===== src/rtl/instr_encoder_pkg.sv =====
// Shared encodings for the instruction encoder: class codes, ALU-control codes, opcodes, funct fields.
// The ALU-control values match the encoding used by alu_deco.
package instr_enc_pkg;

  typedef enum logic [2:0] {
    CLS_R   = 3'd0,
    CLS_I   = 3'd1,
    CLS_LW  = 3'd2,
    CLS_SW  = 3'd3,
    CLS_BEQ = 3'd4,
    CLS_JAL = 3'd5
  } instr_class_e;

  typedef enum logic [2:0] {
    ALU_ADD = 3'b000,
    ALU_SUB = 3'b001,
    ALU_AND = 3'b010,
    ALU_OR  = 3'b011,
    ALU_SLT = 3'b101
  } alu_ctrl_e;

  localparam logic [6:0] OP_R      = 7'b0110011;
  localparam logic [6:0] OP_I      = 7'b0010011;
  localparam logic [6:0] OP_LOAD   = 7'b0000011;
  localparam logic [6:0] OP_STORE  = 7'b0100011;
  localparam logic [6:0] OP_BRANCH = 7'b1100011;
  localparam logic [6:0] OP_JAL    = 7'b1101111;

  localparam logic [2:0] F3_ADD = 3'b000;
  localparam logic [2:0] F3_SLT = 3'b010;
  localparam logic [2:0] F3_OR  = 3'b110;
  localparam logic [2:0] F3_AND = 3'b111;
  localparam logic [2:0] F3_LS  = 3'b010;
  localparam logic [2:0] F3_BEQ = 3'b000;

  localparam logic [6:0] F7_ZERO = 7'b0000000;
  localparam logic [6:0] F7_SUB  = 7'b0100000;

  function automatic logic aluLegal(input logic [2:0] alu);
    case (alu)
      ALU_ADD, ALU_SUB, ALU_AND, ALU_OR, ALU_SLT: aluLegal = 1'b1;
      default:                                    aluLegal = 1'b0;
    endcase
  endfunction

  function automatic logic [2:0] funct3Of(input logic [2:0] alu);
    case (alu)
      ALU_ADD, ALU_SUB: funct3Of = F3_ADD;
      ALU_AND:          funct3Of = F3_AND;
      ALU_OR:           funct3Of = F3_OR;
      ALU_SLT:          funct3Of = F3_SLT;
      default:          funct3Of = 3'b000;
    endcase
  endfunction

endpackage


===== src/rtl/instr_encoder_if.sv =====
// Request/response bundle between the load sequencer (master) and the encoder (slave).
interface instr_enc_if #(parameter int AW = 32);
  logic          in_valid;
  logic          in_ready;
  logic [2:0]    in_class;
  logic [2:0]    in_alu;
  logic [4:0]    in_rd;
  logic [4:0]    in_rs1;
  logic [4:0]    in_rs2;
  logic [31:0]   in_imm;
  logic          out_valid;
  logic          out_ready;
  logic [31:0]   out_instr;
  logic [AW-1:0] out_addr;

  modport master (
    output in_valid, in_class, in_alu, in_rd, in_rs1, in_rs2, in_imm, out_ready,
    input  in_ready, out_valid, out_instr, out_addr
  );

  modport slave (
    input  in_valid, in_class, in_alu, in_rd, in_rs1, in_rs2, in_imm, out_ready,
    output in_ready, out_valid, out_instr, out_addr
  );
endinterface


===== src/rtl/instr_encoder_imm_pack.sv =====
// Places the immediate bits of an I/S/B/J-format instruction; all other bit positions are 0.
module instr_imm_pack
  import instr_enc_pkg::*;
(
  input  instr_class_e cls,
  input  logic [20:0]  immLo,
  output logic [31:0]  immBits
);

  always_comb begin
    immBits = '0;
    case (cls)
      CLS_I, CLS_LW: immBits[31:20] = immLo[11:0];
      CLS_SW: begin
        immBits[31:25] = immLo[11:5];
        immBits[11:7]  = immLo[4:0];
      end
      CLS_BEQ: begin
        immBits[31]    = immLo[12];
        immBits[30:25] = immLo[10:5];
        immBits[11:8]  = immLo[4:1];
        immBits[7]     = immLo[11];
      end
      CLS_JAL: immBits[31:12] = {immLo[20], immLo[10:1], immLo[11], immLo[19:12]};
      default: immBits = '0;
    endcase
  end

endmodule


===== src/rtl/instr_encoder.sv =====
// RV32I-subset instruction encoder with a 2-entry output FIFO and wrapping byte-address counter.
// Optional macro INSTR_ENC_RANGE_CHECK_EN rejects immediates that do not fit their format.
module instr_encoder
  import instr_enc_pkg::*;
#(
  parameter int DEPTH = 64,
  parameter int AW    = 32
) (
  input  logic        clk,
  input  logic        rst_n,
  input  logic        flush,
  instr_enc_if.slave  bus,
  output logic        err,
  output logic [7:0]  err_cnt
);

  localparam logic [AW-1:0] LAST_ADDR = AW'(4 * (DEPTH - 1));

  instr_class_e        cls;
  logic [2:0]          alu;
  logic signed [31:0]  imm;
  logic [31:0]         immBits;
  logic [31:0]         encWord;
  logic                legal;
  logic                immOk;
  logic [6:0]          opcode, f7;
  logic [2:0]          f3;
  logic [4:0]          rdF, rs1F, rs2F;

  logic [1:0]          count;
  logic [AW-1:0]       addrCnt, nextAddr;
  logic [31:0]         headInstr_p1, tailInstr_p1;
  logic [AW-1:0]       headAddr_p1, tailAddr_p1;
  logic                accept, push, pop, bad;

  assign cls = instr_class_e'(bus.in_class);
  assign alu = bus.in_alu;
  assign imm = $signed(bus.in_imm);

  instr_imm_pack uImmPack (
    .cls     (cls),
    .immLo   (bus.in_imm[20:0]),
    .immBits (immBits)
  );

`ifdef INSTR_ENC_RANGE_CHECK_EN
  always_comb begin
    immOk = 1'b1;
    case (cls)
      CLS_I, CLS_LW, CLS_SW: immOk = (imm >= -32'sd2048) && (imm <= 32'sd2047);
      CLS_BEQ: immOk = (imm >= -32'sd4096) && (imm <= 32'sd4094) && !imm[0];
      CLS_JAL: immOk = (imm >= -32'sd1048576) && (imm <= 32'sd1048574) && !imm[0];
      default: immOk = 1'b1;
    endcase
  end
`else
  logic unusedImmHi;
  assign unusedImmHi = ^imm[31:21];
  assign immOk = 1'b1;
`endif

  // Field selection per class; fields a class does not use stay 0
  always_comb begin
    opcode = '0;
    f3     = '0;
    f7     = F7_ZERO;
    rdF    = '0;
    rs1F   = '0;
    rs2F   = '0;
    legal  = 1'b1;
    case (cls)
      CLS_R: begin
        opcode = OP_R;
        f3     = funct3Of(alu);
        f7     = (alu == ALU_SUB) ? F7_SUB : F7_ZERO;
        rdF    = bus.in_rd;
        rs1F   = bus.in_rs1;
        rs2F   = bus.in_rs2;
        legal  = aluLegal(alu);
      end
      CLS_I: begin
        opcode = OP_I;
        f3     = funct3Of(alu);
        rdF    = bus.in_rd;
        rs1F   = bus.in_rs1;
        legal  = aluLegal(alu) && (alu != ALU_SUB);
      end
      CLS_LW: begin
        opcode = OP_LOAD;
        f3     = F3_LS;
        rdF    = bus.in_rd;
        rs1F   = bus.in_rs1;
      end
      CLS_SW: begin
        opcode = OP_STORE;
        f3     = F3_LS;
        rs1F   = bus.in_rs1;
        rs2F   = bus.in_rs2;
      end
      CLS_BEQ: begin
        opcode = OP_BRANCH;
        f3     = F3_BEQ;
        rs1F   = bus.in_rs1;
        rs2F   = bus.in_rs2;
      end
      CLS_JAL: begin
        opcode = OP_JAL;
        rdF    = bus.in_rd;
      end
      default: legal = 1'b0;
    endcase
  end

  assign encWord  = {f7, rs2F, rs1F, f3, rdF, opcode} | immBits;
  assign nextAddr = (addrCnt == LAST_ADDR) ? '0 : addrCnt + AW'(4);

  assign bus.in_ready  = (count != 2'd2);
  assign bus.out_valid = (count != 2'd0);
  assign bus.out_instr = headInstr_p1;
  assign bus.out_addr  = headAddr_p1;

  // Illegal requests complete the handshake but never enter the FIFO
  assign accept = bus.in_valid && bus.in_ready && !flush;
  assign push   = accept && legal && immOk;
  assign bad    = accept && !(legal && immOk);
  assign pop    = bus.out_valid && bus.out_ready && !flush;

  // ---- stage p1: FIFO head, address counter, error state ----
  always_ff @(posedge clk or negedge rst_n) begin
    if (!rst_n) begin
      count        <= '0;
      addrCnt      <= '0;
      headInstr_p1 <= '0;
      headAddr_p1  <= '0;
      err          <= 1'b0;
      err_cnt      <= '0;
    end else begin
      if (flush) begin
        count   <= '0;
        addrCnt <= '0;
      end else begin
        if (push) addrCnt <= nextAddr;
        case ({push, pop})
          2'b10: begin
            count <= count + 2'd1;
            if (count == 2'd0) begin
              headInstr_p1 <= encWord;
              headAddr_p1  <= addrCnt;
            end
          end
          2'b01: begin
            count        <= count - 2'd1;
            headInstr_p1 <= tailInstr_p1;
            headAddr_p1  <= tailAddr_p1;
          end
          2'b11: begin
            headInstr_p1 <= encWord;
            headAddr_p1  <= addrCnt;
          end
          default: ;
        endcase
      end
      if (bad) begin
        err <= 1'b1;
        if (err_cnt != 8'hFF) err_cnt <= err_cnt + 8'd1;
      end
    end
  end

  // Second slot only fills when a push lands behind an entry that is not leaving
  always_ff @(posedge clk) begin
    if (push && !pop && count == 2'd1) begin
      tailInstr_p1 <= encWord;
      tailAddr_p1  <= addrCnt;
    end
  end

endmodule


===== src/flat_wrapper.sv =====
// flat-port wrapper written by rule: the top's interface ports become plain ports
module instr_encoder_flat import instr_enc_pkg::*;
#(
  parameter int DEPTH = 64,
  parameter int AW    = 32
)
  (clk, rst_n, flush, err, err_cnt, bus_in_valid, bus_in_class, bus_in_alu, bus_in_rd, bus_in_rs1, bus_in_rs2, bus_in_imm, bus_out_ready, bus_in_ready, bus_out_valid, bus_out_instr, bus_out_addr);
  instr_enc_if #(.AW(AW)) bus_i ();
  input  logic clk;
  input  logic rst_n;
  input  logic flush;
  output logic err;
  output logic [7:0] err_cnt;
  input wire logic [$bits(bus_i.in_valid)-1:0] bus_in_valid;
  input wire logic [$bits(bus_i.in_class)-1:0] bus_in_class;
  input wire logic [$bits(bus_i.in_alu)-1:0] bus_in_alu;
  input wire logic [$bits(bus_i.in_rd)-1:0] bus_in_rd;
  input wire logic [$bits(bus_i.in_rs1)-1:0] bus_in_rs1;
  input wire logic [$bits(bus_i.in_rs2)-1:0] bus_in_rs2;
  input wire logic [$bits(bus_i.in_imm)-1:0] bus_in_imm;
  input wire logic [$bits(bus_i.out_ready)-1:0] bus_out_ready;
  output wire logic [$bits(bus_i.in_ready)-1:0] bus_in_ready;
  output wire logic [$bits(bus_i.out_valid)-1:0] bus_out_valid;
  output wire logic [$bits(bus_i.out_instr)-1:0] bus_out_instr;
  output wire logic [$bits(bus_i.out_addr)-1:0] bus_out_addr;
  assign bus_i.in_valid = bus_in_valid;
  assign bus_i.in_class = bus_in_class;
  assign bus_i.in_alu = bus_in_alu;
  assign bus_i.in_rd = bus_in_rd;
  assign bus_i.in_rs1 = bus_in_rs1;
  assign bus_i.in_rs2 = bus_in_rs2;
  assign bus_i.in_imm = bus_in_imm;
  assign bus_i.out_ready = bus_out_ready;
  assign bus_in_ready = bus_i.in_ready;
  assign bus_out_valid = bus_i.out_valid;
  assign bus_out_instr = bus_i.out_instr;
  assign bus_out_addr = bus_i.out_addr;
  instr_encoder #(.DEPTH(DEPTH), .AW(AW)) u_core (.clk(clk), .rst_n(rst_n), .flush(flush), .bus(bus_i), .err(err), .err_cnt(err_cnt));
endmodule

===== config.mk =====
export PLATFORM = sky130hd
export DESIGN_NAME = instr_encoder_flat
export DESIGN_NICKNAME = d
export VERILOG_FILES = /design/src/rtl/instr_encoder_pkg.sv /design/src/rtl/instr_encoder_if.sv /design/src/rtl/instr_encoder_imm_pack.sv /design/src/rtl/instr_encoder.sv /design/src/flat_wrapper.sv
export SDC_FILE = /design/constraint.sdc
export NUM_CORES = 1
export LEC_CHECK = 0
export CORE_UTILIZATION = 53
export CTS_CLUSTER_DIAMETER = 40
export CTS_CLUSTER_SIZE = 25
export DETAILED_ROUTE_END_ITERATION = 10
export PLACE_DENSITY_LB_ADDON = 0.15
export SLEW_MARGIN = 20
export SYNTH_ARGS = -nofsm -noshare
export SYNTH_HDL_FRONTEND = slang
export SYNTH_SLANG_ARGS = --single-unit

===== constraint.sdc =====
create_clock -name clk -period 5.1 [get_ports clk]
set_input_delay 1.02 -clock clk [delete_from_list [all_inputs] [get_ports clk]]
set_output_delay 1.02 -clock clk [all_outputs]
set_load 0.02 [all_outputs]

---- Yosys cells after proc, flatten, opt, wreduce, memory -nomap -nowiden ----
Index checks and enable logic that the tools add are counted.
operators by class
  add/subtract/negate cells ............... 4
  eq/ne operators ......................... 18
  reduce and logical (&&, ||, !) cells .... 30
  mux-type cells .......................... 24
  bitwise logic cells ..................... 2
operator list
  cell                   count
  $pmux 32 s3            2
  $mux 32                5
  $pmux 7 s6             1
  $add 32x3->32 const B  1
  $eq 32x8->1 const B    1
  $or 32x32->32          1
  $pmux 7 s3             1
  $pmux 5 s2             2
  $mux 5                 3
  $eq 3x2->1 const B     4
  $reduce_or 5->1        2
  $eq 3x3->1 const B     3
  $logic_and 1x1->1      9
  $pmux 3 s3             1
  $add 8x1->8 const B    1
  $mux 8                 1
  $ne 8x8->1 const B     1
  $reduce_or 4->1        2
  $mux 7                 1
  $eq 3x1->1 const B     2
  $logic_not 3->1        2
  $mux 6                 1
  $pmux 3 s2             1
  $reduce_bool 3->1      2
  19 further kinds       28
storage, ports and cells
  word-level logic and storage cells ...... 86
  bits of input ports ..................... 58
  output and inout port bits .............. 75
  register bits after elaboration ......... 171

---- Logic depth before layout (Yosys ltp) ----
  depth in word-level cells ............... 10
  gate-level depth with buffers ........... 11

---- Modules after synthesis ----
From an unflattened synthesis, not the netlist that was laid out.
second synthesis, totals
  cell total of the unflattened synthesis .. 640
  area total of the unflattened synthesis .. 7718.7 um^2
modules (own cells, without submodules)
  module          sequential area each (um^2)  cells an instance  instances  area each (um^2)
  instr_encoder   4439.3                       588                1          7342.0
  instr_imm_pack  0.0                          52                 1          376.6

---- Worst setup path after synthesis ----
OpenSTA, ideal clock, no wires.
  kind .................................... input to register
  start point ............................. in bus_in_class[2]
  end point ............................... reg u_core.tailAddr_p1[10], enable pin
  required time ........................... 4.622 ns
  arrival ................................. 5.187 ns
  library setup time ...................... 0.478 ns
  path buffers ............................ 3
  stages .................................. 9
  slack ................................... -0.565 ns
  cell sequence ........................... buf_1 inv_1 clkbuf_1 ha_1 nor2_1 a31oi_1 nand2_1 clkbuf_2 nor2_1
between the ends
  cells in the longest elaborated chain, start to end .. 6
  elaborated cells between the ends (all ways) .. 11
  classes of those cells .................. eq/ne (5); mux (1); reduce/logical (5)
ends and longest elaborated chain
  item                                             line                  source
  start, declared                                  flat_wrapper.sv:15    input wire logic [$bits(bus_i.in_class)-1:0] bus_in_class;
  $eq 3x3->1 / $eq 3x2->1 (equally long branches)  instr_encoder.sv:71   case (cls)
  $reduce_or 4->1 (no source line)                 -
  $pmux 1 s3 (*)                                   instr_encoder.sv:71
  $logic_and 1x1->1 (*)                            instr_encoder.sv:124  assign push = accept && legal && immOk;
  $logic_and 1x1->1 (*) (2 in series)              instr_encoder.sv:172  if (push && !pop && count == 2'd1) begin
  end signal, assigned                             instr_encoder.sv:174  tailAddr_p1 <= addrCnt;
  end, declared                                    instr_encoder.sv:33   logic [AW-1:0] headAddr_p1, tailAddr_p1;
Every way passes the cells marked *; elsewhere a longest branch is shown, timed or not.
A chain may end at the register's enable or synchronous reset.

---- Final worst setup path ----
  start point ............................. in bus_in_class[2]
  end point ............................... reg u_core.tailAddr_p1[3], enable pin
The elaborated chain is that of the path after synthesis.

==> flow_metrics.env <==
export IMPL_place_congestion=0.858
export IMPL_fp_dieH_um=121
export IMPL_cts_tree="built"
export IMPL_p_leak_nw=3.62
export IMPL_final_fill_count=993
export IMPL_rows=42
export IMPL_cp_slowest_stage_delay_ps=580
export IMPL_synthArstFlopShare=0.627
export IMPL_drc=0
export IMPL_ys_seq_area_frac=0.580
export IMPL_p_per_area_nw_per_um2=498
export IMPL_grt_first_pass_wirelength_um=29800
export IMPL_finClkSkew_ps=6.49
export IMPL_crit_path_end_kind="flop"
export IMPL_critPathTopFamily="buffers and inverters"
export IMPL_maxCapViolCount=0
export IMPL_final_common_cell="nor2_1"
export IMPL_max_clock_path_buffers=2
export IMPL_avgRoutedWirePerCell_um=18.1
export IMPL_antenna_left=0
export IMPL_critPathSlowestCell="nor2_4"
export IMPL_mostFrequentLayoutCells="136 x nor2_1, 118 x clkdlybuf4s50_1, 101 x dfrtp_1"
export IMPL_hold_path_class="reg -> reg"
export IMPL_cts_setup_buffers=0
export IMPL_routed_wl_um=18300
export IMPL_die_x_um=121
export IMPL_fin_nets=885
export IMPL_drtIter0Drc=530
export IMPL_cts_htree_levels=4
export IMPL_post_route_min_period_ps=3780
export IMPL_clock_latency_ps=430
export IMPL_critPathLaunchType="input pin"
export IMPL_hold_violations=0
export IMPL_grt_usage=0.265
export IMPL_clkTransAtPathRegs_ps=70
export IMPL_setup_tns_ps=0
export IMPL_cts_hold_buf=0
export IMPL_numCtsBuffers=17
export IMPL_yosys_warnings=0
export IMPL_synth_area_um2=7460
export IMPL_fmax_mhz=265
export IMPL_synth_top_area_cell="dfrtp_1"
export IMPL_grt_pass1_vias=5977
export IMPL_crit_buf_inv=4
export IMPL_cts_sinks=161
export IMPL_port_buffers=119
export IMPL_synth_top_area_frac=0.339
export IMPL_ir_worst_vdd_mv=0.246
export IMPL_critical_path_arrival_ps=3900
export IMPL_p_total_mw=4.68
export IMPL_worst_slack_ps=1320
export IMPL_post_cts_resized=0
export IMPL_worstPathRequired_ps=5220
export IMPL_dpl_worst_slack_ps=890
export IMPL_cp_max_fo=42
export IMPL_via_per_inst=6.09
export IMPL_n_antenna_cell=0
export IMPL_antenna_found_initial=0
export IMPL_fp_dieArea_um2=14600
export IMPL_ys_flop_type="dfrtp_1"
export IMPL_core_area_um2=13500
export IMPL_avgSynthCellArea_um2=10.5
export IMPL_worst_pin_slew_ps=948
export IMPL_syn_inst=711
export IMPL_ys_ff_latch=161
export IMPL_ys_top_cells_by_area="dfrtp_1 34%, edfxtp_1 24%, nor2_1 6.9%"
export IMPL_grt_max_degree=66
export IMPL_finalSetupViolCount=0
export IMPL_status="finished, final reports clean"
export IMPL_hpwl_um=12000
export IMPL_drive_gt1_frac=0.0747
export IMPL_vias=6127
export IMPL_dr_pass1_iters=5
export IMPL_crit_type="in -> reg"
export IMPL_hold_ws_ps=465
export IMPL_fin_util=0.696
export IMPL_relSlewSlack=0.367
export IMPL_synthDistinctLibCells=64
export IMPL_synth_edf_count=60
export IMPL_slew_violations=0
export IMPL_grt_ovfl_total=0
export IMPL_areaGrowthSynthToFinish_pct=26.0
export IMPL_io_pins=133
export IMPL_cts_root_buf="clkbuf_16"
export IMPL_worstPathCellList="clkdlybuf4s50_1 > inv_1 > ha_1 > nor2_1 > a31oi_1 > nand2_1 > buf_4 > nor2_4 > buf_12"
export IMPL_min_period_over_period=0.741
export IMPL_rsz0062_at_grt="false"
export IMPL_start_util=0.553
[layer usage]
metal  wire length (µm)  share of wire  track usage
met1               7760           0.42        0.341
met2               8930           0.49        0.445
met3               1200          0.066       0.0453
met4                376          0.021        0.108
met5                  0              0            0
[logic make-up (layout without fill, tap and decap cells)]
group	count (synthesis)	after routing	synth area share
flip-flops	161	161	0.580
AND/OR/NAND/NOR	285	285	0.183
XOR/XNOR	10	10	0.0117
adder cells (fa/ha/maj)	11	11	0.0181
multiplexers	1	1	0.00134
AO/OA/AOI/OAI	181	181	0.171
buffers and inverters	61	179	0.0337
other	1	2	0.000502
[synth_stat cells (3+ instances only)]
cell type  count
nor2_1       137
nand2_1       39
nand3_1       13
or4_1          7
and3_1         3
or3_1          3
nor3_1        17
o21ai_0        6
nor3b_1        6
and2_1         8
a22oi_1        4
dfrtp_1      101
o211ai_1       3
o22a_1         9
a21o_1         4
a21oi_1       23
edfxtp_1      60
nand2b_1       4
o2bb2ai_1      6
a221oi_1       9
nor2b_1       13
xnor2_1        8
clkbuf_1      39
o22ai_1       56
o31ai_1       11
a22o_1         6
and4_1         4
inv_1         11
buf_4          4
a31oi_1        9
o311ai_1       6
a211oi_1       4
buf_2          5
nand4_1       10
ha_1          10
nor4_1        11
o21a_1        10
[stage by stage]
| stage | cell area [µm²] | std cells |
|---|---|---|
| 5_1_grt | 9400 | 1006 |
| 2_1_floorplan | 7470 | 712 |
| 3_5_place_dp | 8830 | 974 |
| 3_3_place_gp | 8830 | 974 |
| 4_1_cts | 9400 | 1006 |
| 6_report | 9400 | 1006 |
[worst reg2reg max path, cell delays in order (launching register included)]
cell and delay, ps:
dfrtp_1 390, inv_1 80, ha_1 230, or3b_1 400, a211oi_2 270, nand2_1 90
buf_4 260, nor2_4 580, buf_12 340
[final timing paths]
kind / start / end / slack [ps] / cells after the start
setup / recovery: bus_in_class[2] / u_core.tailAddr_p1[3]$_DFFE_PP_ / 1320 / 9
hold / removal: u_core.tailInstr_p1[1]$_DFFE_PP_ / u_core.bus.out_instr[1]$_DFFE_PN0P_ / 470 / 1
setup reg to reg: u_core.count[0]$_DFFE_PN0P_ / u_core.tailAddr_p1[3]$_DFFE_PP_ / 2130 / 8
hold reg to reg: u_core.tailInstr_p1[1]$_DFFE_PP_ / u_core.bus.out_instr[1]$_DFFE_PN0P_ / 470 / 1
max in group asynchronous: rst_n / u_core.bus.out_instr[7]$_DFFE_PN0P_ / 3340 / 2
min in group asynchronous: rst_n / u_core.bus.out_instr[17]$_DFFE_PN0P_ / 690 / 1
[registers in the layout, indices dropped and copies added (netlist names)]
| register | flops |
|---|---|
| u_core.addrCnt | 30 |
| u_core.bus.out_addr | 30 |
| u_core.bus.out_instr | 30 |
| u_core.tailAddr_p1 | 30 |
| u_core.tailInstr_p1 | 30 |
| u_core.err_cnt | 8 |
| u_core.count | 2 |
| u_core.err | 1 |
[report_power, final]
part / switching [mW] / internal (mW)
logic: 0.889 / 0.763
clock network: 0.577 / 0.646
registers: 0.175 / 1.63
total: 1.64 / 3.04
[layout make-up]
type	instances	area, µm²	share of cell area
clock buffer	17	425	0.0453
clock inverter	15	143	0.0152
inverter	11	41.3	0.00439
multi-input combinational	490	2910	0.310
sequential	161	4330	0.461
tap	176	220	0.0234
timing repair buffer	136	1330	0.141
Note: power is estimated with default switching activity, not from simulation.
